$ cat src/rtl/imm_gen_stage.sv
// Immediate generation for the decode path: extracts and sign-extends RV immediates,
// forms pc + imm, and registers the result behind a valid/ready handshake.
module imm_gen_stage #(
    parameter int unsigned XLEN = 32,
    parameter bit          SKID = 1'b1
) (
    input  logic            clk,
    input  logic            rst_n,
    input  logic            in_valid,
    output logic            in_ready,
    input  logic [31:0]     inst,
    input  logic [2:0]      imm_sel,
    input  logic [XLEN-1:0] pc,
    output logic            out_valid,
    input  logic            out_ready,
    output logic [XLEN-1:0] imm,
    output logic [XLEN-1:0] pc_target,
    output logic            sel_err
);

    typedef enum logic [2:0] {
        FMT_I = 3'd0,
        FMT_S = 3'd1,
        FMT_B = 3'd2,
        FMT_J = 3'd3,
        FMT_U = 3'd4,
        FMT_Z = 3'd5
    } fmt_e;

    logic [31:0]     imm32;
    logic            sel_bad;
    logic [XLEN-1:0] imm_ext;
    logic [XLEN-1:0] tgt_ext;
    logic            unused_opcode;

    assign unused_opcode = ^inst[6:0];

    // Every format is built as a 32-bit value whose bit 31 is the required sign,
    // so a single signed widening covers both XLEN choices (Z keeps bit 31 clear).
    always_comb begin
        imm32   = '0;
        sel_bad = 1'b0;
        case (imm_sel)
            FMT_I:   imm32 = {{20{inst[31]}}, inst[31:20]};
            FMT_S:   imm32 = {{20{inst[31]}}, inst[31:25], inst[11:7]};
            FMT_B:   imm32 = {{19{inst[31]}}, inst[31], inst[7], inst[30:25], inst[11:8], 1'b0};
            FMT_J:   imm32 = {{11{inst[31]}}, inst[31], inst[19:12], inst[20], inst[30:21], 1'b0};
            FMT_U:   imm32 = {inst[31:12], 12'b0};
            FMT_Z:   imm32 = {27'b0, inst[19:15]};
            default: sel_bad = 1'b1;
        endcase
    end

    assign imm_ext = XLEN'($signed(imm32));
    assign tgt_ext = pc + imm_ext;

    if (SKID) begin : g_skid
        logic            m_valid, k_valid, rdy_q;
        logic [XLEN-1:0] m_imm, m_tgt, k_imm, k_tgt;
        logic            m_err, k_err;
        logic            in_xfer, out_xfer;

        assign in_xfer  = in_valid & rdy_q;
        assign out_xfer = m_valid & out_ready;

        // K only fills while M is stalled, so in_ready can be a flop tracking !K.valid.
        always_ff @(posedge clk) begin
            if (!rst_n) begin
                m_valid <= 1'b0;
                k_valid <= 1'b0;
                rdy_q   <= 1'b1;
                m_imm   <= '0;
                m_tgt   <= '0;
                m_err   <= 1'b0;
                k_imm   <= '0;
                k_tgt   <= '0;
                k_err   <= 1'b0;
            end else if (out_xfer) begin
                if (k_valid) begin
                    m_imm   <= k_imm;
                    m_tgt   <= k_tgt;
                    m_err   <= k_err;
                    k_valid <= 1'b0;
                    rdy_q   <= 1'b1;
                end else if (in_xfer) begin
                    m_imm <= imm_ext;
                    m_tgt <= tgt_ext;
                    m_err <= sel_bad;
                end else begin
                    m_valid <= 1'b0;
                end
            end else if (in_xfer) begin
                if (!m_valid) begin
                    m_valid <= 1'b1;
                    m_imm   <= imm_ext;
                    m_tgt   <= tgt_ext;
                    m_err   <= sel_bad;
                end else begin
                    k_valid <= 1'b1;
                    k_imm   <= imm_ext;
                    k_tgt   <= tgt_ext;
                    k_err   <= sel_bad;
                    rdy_q   <= 1'b0;
                end
            end
        end

        assign in_ready  = rdy_q;
        assign out_valid = m_valid;
        assign imm       = m_imm;
        assign pc_target = m_tgt;
        assign sel_err   = m_err;
    end else begin : g_pipe
        logic            m_valid;
        logic [XLEN-1:0] m_imm, m_tgt;
        logic            m_err;
        logic            rdy, in_xfer;

        assign rdy     = !m_valid | out_ready;
        assign in_xfer = in_valid & rdy;

        always_ff @(posedge clk) begin
            if (!rst_n) begin
                m_valid <= 1'b0;
                m_imm   <= '0;
                m_tgt   <= '0;
                m_err   <= 1'b0;
            end else if (in_xfer) begin
                m_valid <= 1'b1;
                m_imm   <= imm_ext;
                m_tgt   <= tgt_ext;
                m_err   <= sel_bad;
            end else if (out_ready) begin
                m_valid <= 1'b0;
            end
        end

        assign in_ready  = rdy;
        assign out_valid = m_valid;
        assign imm       = m_imm;
        assign pc_target = m_tgt;
        assign sel_err   = m_err;
    end

endmodule

$ cat config.mk
export PLATFORM = sky130hd
export DESIGN_NAME = imm_gen_stage
export DESIGN_NICKNAME = d
export VERILOG_FILES = /design/src/rtl/imm_gen_stage.sv
export SDC_FILE = /design/constraint.sdc
export NUM_CORES = 1
export LEC_CHECK = 0
export CORE_ASPECT_RATIO = 1.5
export CORE_MARGIN = 3
export CORE_UTILIZATION = 48
export CTS_CLUSTER_SIZE = 25
export DETAILED_ROUTE_END_ITERATION = 12
export GPL_ROUTABILITY_DRIVEN = 0
export PLACE_DENSITY = 0.77
export SYNTH_ARGS = -nofsm -noshare
export SYNTH_HDL_FRONTEND = slang
export SYNTH_SLANG_ARGS = --single-unit
$ cat constraint.sdc
create_clock -name clk -period 3.5 [get_ports clk]
set_clock_uncertainty 0.1 [all_clocks]
set_input_delay 0.525 -clock clk [delete_from_list [all_inputs] [get_ports clk]]
set_output_delay 0.525 -clock clk [all_outputs]
set_load 0.1 [all_outputs]
==> impl_metrics.py <==
metrics = {
    "outcome": {
        "outcome": "completed",
    },
    "grt": {
        "grt_pass1_vias": 8259,
        "grt_antenna_before_repair": 0,
        "grt_pass1_wl_mm": 41.1,
        "track_usage_pct": 29.2,
        "grt_max_degree": 105,
        "overflow": 0,
    },
    "yosys": {
        "synth.largest_area_cell": "dfxtp_1",
        "synthTopCellsByArea": "dfxtp_1 35%, a21oi_1 9.7%, nand2_1 6.7%, nor2_1 6.4%, ha_1 5.3%",
        "syn_area_um2": 7600,
        "synth-main-ff-cell": "dfxtp_1",
        "synthArstFlopShare_pct": 0,
        "syn_nets": 1123,
        "ys_types": 63,
        "yosysWarnings": 0,
        "synth_cells": 1019,
        "syn_avg_cell_area_um2": 7.46,
        "yosysSeqAreaShare_pct": 35.0,
        "yosysTopAreaCellShare_pct": 35.0,
        "ys_ff_latch": 133,
        "synth_edf_count": 0,
    },
    "min_path": {
        "hold_class": "reg2reg",
        "whs_path_depth": 2,
    },
    "floorplan": {
        "coreArea_um2": 15300,
        "io_pins": 138,
        "start_util_pct": 49.7,
        "chipWidth_um": 109,
        "rows": 55,
        "die_h_um": 160,
        "die_area_um2": 17400,
    },
    "sta": {
        "period_share_pct": 99.7,
        "worst_pin_slew_ns": 0.993,
        "fmax_mhz": 287,
        "setup_ws_ns": 0.0110,
        "report.final.slew_viol_count": 0,
        "hold_violations": 0,
        "slew_headroom_pct": 33.6,
        "period_needed_ns": 3.49,
        "setup_viol": 0,
    },
    "cells_and_area": {
        "fin_nets": 1394,
        "final_cells": 1501,
        "area_growth_pct": 47.9,
        "diodes": 0,
        "drive_gt1_share_pct": 22.4,
    },
    "routing": {
        "drt_iter0_markers": 692,
        "drt_wl_total_mm": 25.9,
        "wl_per_cell_um": 17.3,
        "firstDrtPassIters": 5,
        "via_count": 8723,
        "viasPerCell": 5.81,
        "drc": 0,
        "final_antenna_net_count": 0,
    },
    "power_and_ir_drop": {
        "vdd_ir_drop_max_uv": 305,
        "powerDensity_nw_per_um2": 501,
        "p_leak_nw": 4.77,
    },
    "clocking": {
        "clock_tree.buffer_depth": 2,
        "cts_tree": "yes",
        "cts_root_buf": "clkbuf_16",
        "cts_buffers": 17,
        "path_clk_slew_ns": 0.06,
        "hold_buffers": 0,
        "clock-sinks": 133,
        "h-tree-depth": 4,
        "insertion_delay_ns": 0.42,
    },
    "worst_setup_path": {
        "cp_max_fo": 3,
        "cp-end-kind": "flip-flop",
        "cp_slowest_cell": "or2_2",
        "cp.required_ns": 3.72,
        "arrival_ns": 3.71,
        "path_cells": "dlygate4sd2_1 > mux2_2 > a22oi_2 > nor2_2 > ha_2 > inv_1 > fa_2 > and2b_1 > o211ai_2 > a211oi_4 > buf_4 > o31ai_4 > a21oi_2 > or2_2 > o21a_1 > o31ai_1",
        "critical_path_class": "in2reg",
        "critPathMaxStageDelay_ns": 0.33,
        "reg2reg_depth": 6,
        "crit_buf_inv": 3,
        "crit_path_start_kind": "input pin",
        "worst-path-stages": 16,
        "critPathTopFamily": "compound AO/OA/AOI/OAI gates",
    },
    "place": {
        "dp_hpwl_mm": 17.4,
        "place_ws_ns": -0.831,
        "dpl.cell_count": 1450,
        "io_buffers": 130,
    },
    "job": {
        "cap_violations": 0,
    },
}
timing repair:
| item | CTS | global route |
|---|---|---|
| cloned | 1 | 0 |
| gates resized for setup | 32 | 29 |
| endpoints found under the hold margin | 0 | 0 |
| pin swaps | 17 | 14 |
| setup buffers | 11 | 8 |
| setup endpoints to repair | 36 | 36 |
final cells by class:
class,instances,area [µm²]
Fill cell,1081,4040
Clock inverter,12,154
Timing Repair Buffer,329,2840
Inverter,34,128
Tap cell,199,249
Clock buffer,19,443
Sequential cell,133,2660
Multi-Input combinational cell,775,4760
routing by layer:
metal	global-route usage [%]	wire, µm
met5	0	0
met4	11.8	1200
met1	35.8	10000
met2	49.7	12800
met3	5.46	1860
final timing paths:
check                   startpoint          endpoint  slack, ns
setup / recovery          inst[15]  g_skid.k_tgt[28]       0.01
hold / removal    g_skid.k_tgt[10]  g_skid.k_tgt[10]       0.35
setup reg to reg         out_valid     pc_target[28]       0.88
hold reg to reg   g_skid.k_tgt[10]  g_skid.k_tgt[10]       0.35
sequential cells by signal, summed over array words and instances (netlist names):
name            cells
imm                32
sel_err             1
g_skid.k_tgt       32
g_skid.k_valid      1
g_skid.k_err        1
g_skid.k_imm       32
out_valid           1
pc_target          32
in_ready            1
worst min-delay path: stages, from the launching register on:
cell,delay (ns)
dfxtp_1,0.31
nand2_1,0.05
a21oi_1,0.05
Yosys cell counts (all sizes together) (3+ instances only):
library cell and n:
and3 5, o31ai 4, mux2i 8, nand2 135, nand2b 3, a41oi 3
o22a 9, a21boi 3, dfxtp 133, a2111oi 3, a21oi 147, nor2 129
a211oi 47, o21a 5, a31oi 11, o211ai 7, o21bai 6, xnor2 19
a311oi 19, buf 7, and2 7, o21ai 42, inv 33, nor2b 15
nor3 22, or4 3, clkbuf 70, nand3 25, xor2 7, ha 32
nand4 6, or3 9, a21o 21
stage by stage:
| stage | total power, mW | util (%) | setup TNS, ns | hold WS, ns | area (µm²) |
|---|---|---|---|---|---|
| after detailed placement | 3.69 | 67.4 | -27.21 | 0.347 | 10300 |
| after global routing | 5.83 | 73.5 | -0.488 | 0.374 | 11200 |
| after floorplan | 2.99 | - | -0.00928 | 0.337 | 7640 |
| after CTS | 5.56 | 72.6 | 0 | 0.354 | 11100 |
| after global placement | 3.67 | 67.4 | -22.58 | 0.341 | 10300 |
| final | 5.63 | 73.5 | 0 | 0.354 | 11200 |
where the power goes:
group	internal, mW	switching, mW
registers	1.63	0.0656
clock network	1.14	0.717
logic	0.757	1.32
logic make-up after synthesis:
group / after synthesis / share of synthesized area (%)
and+or+nand+nor: 366 / 21.0
AOI/OAI and AO/OA: 341 / 28.7
buffers and inverters: 111 / 5.57
adders and majority gates: 33 / 5.53
muxes: 9 / 1.20
xor gates and xnor gates: 26 / 3.00
DFF: 133 / 35.0
cells in the final DEF (no fill, tap or decap), types with 24 or more instances in the layout:
| cell type | count |
|---|---|
| nand2_1 | 135 |
| nand3_1 | 24 |
| o21ai_0 | 35 |
| ha_1 | 30 |
| a21oi_1 | 136 |
| a211oi_1 | 45 |
| dfxtp_1 | 133 |
| inv_1 | 32 |
| clkdlybuf4s50_1 | 120 |
| buf_4 | 193 |
| nor2_1 | 125 |
Power figures use the tool's default switching activity.
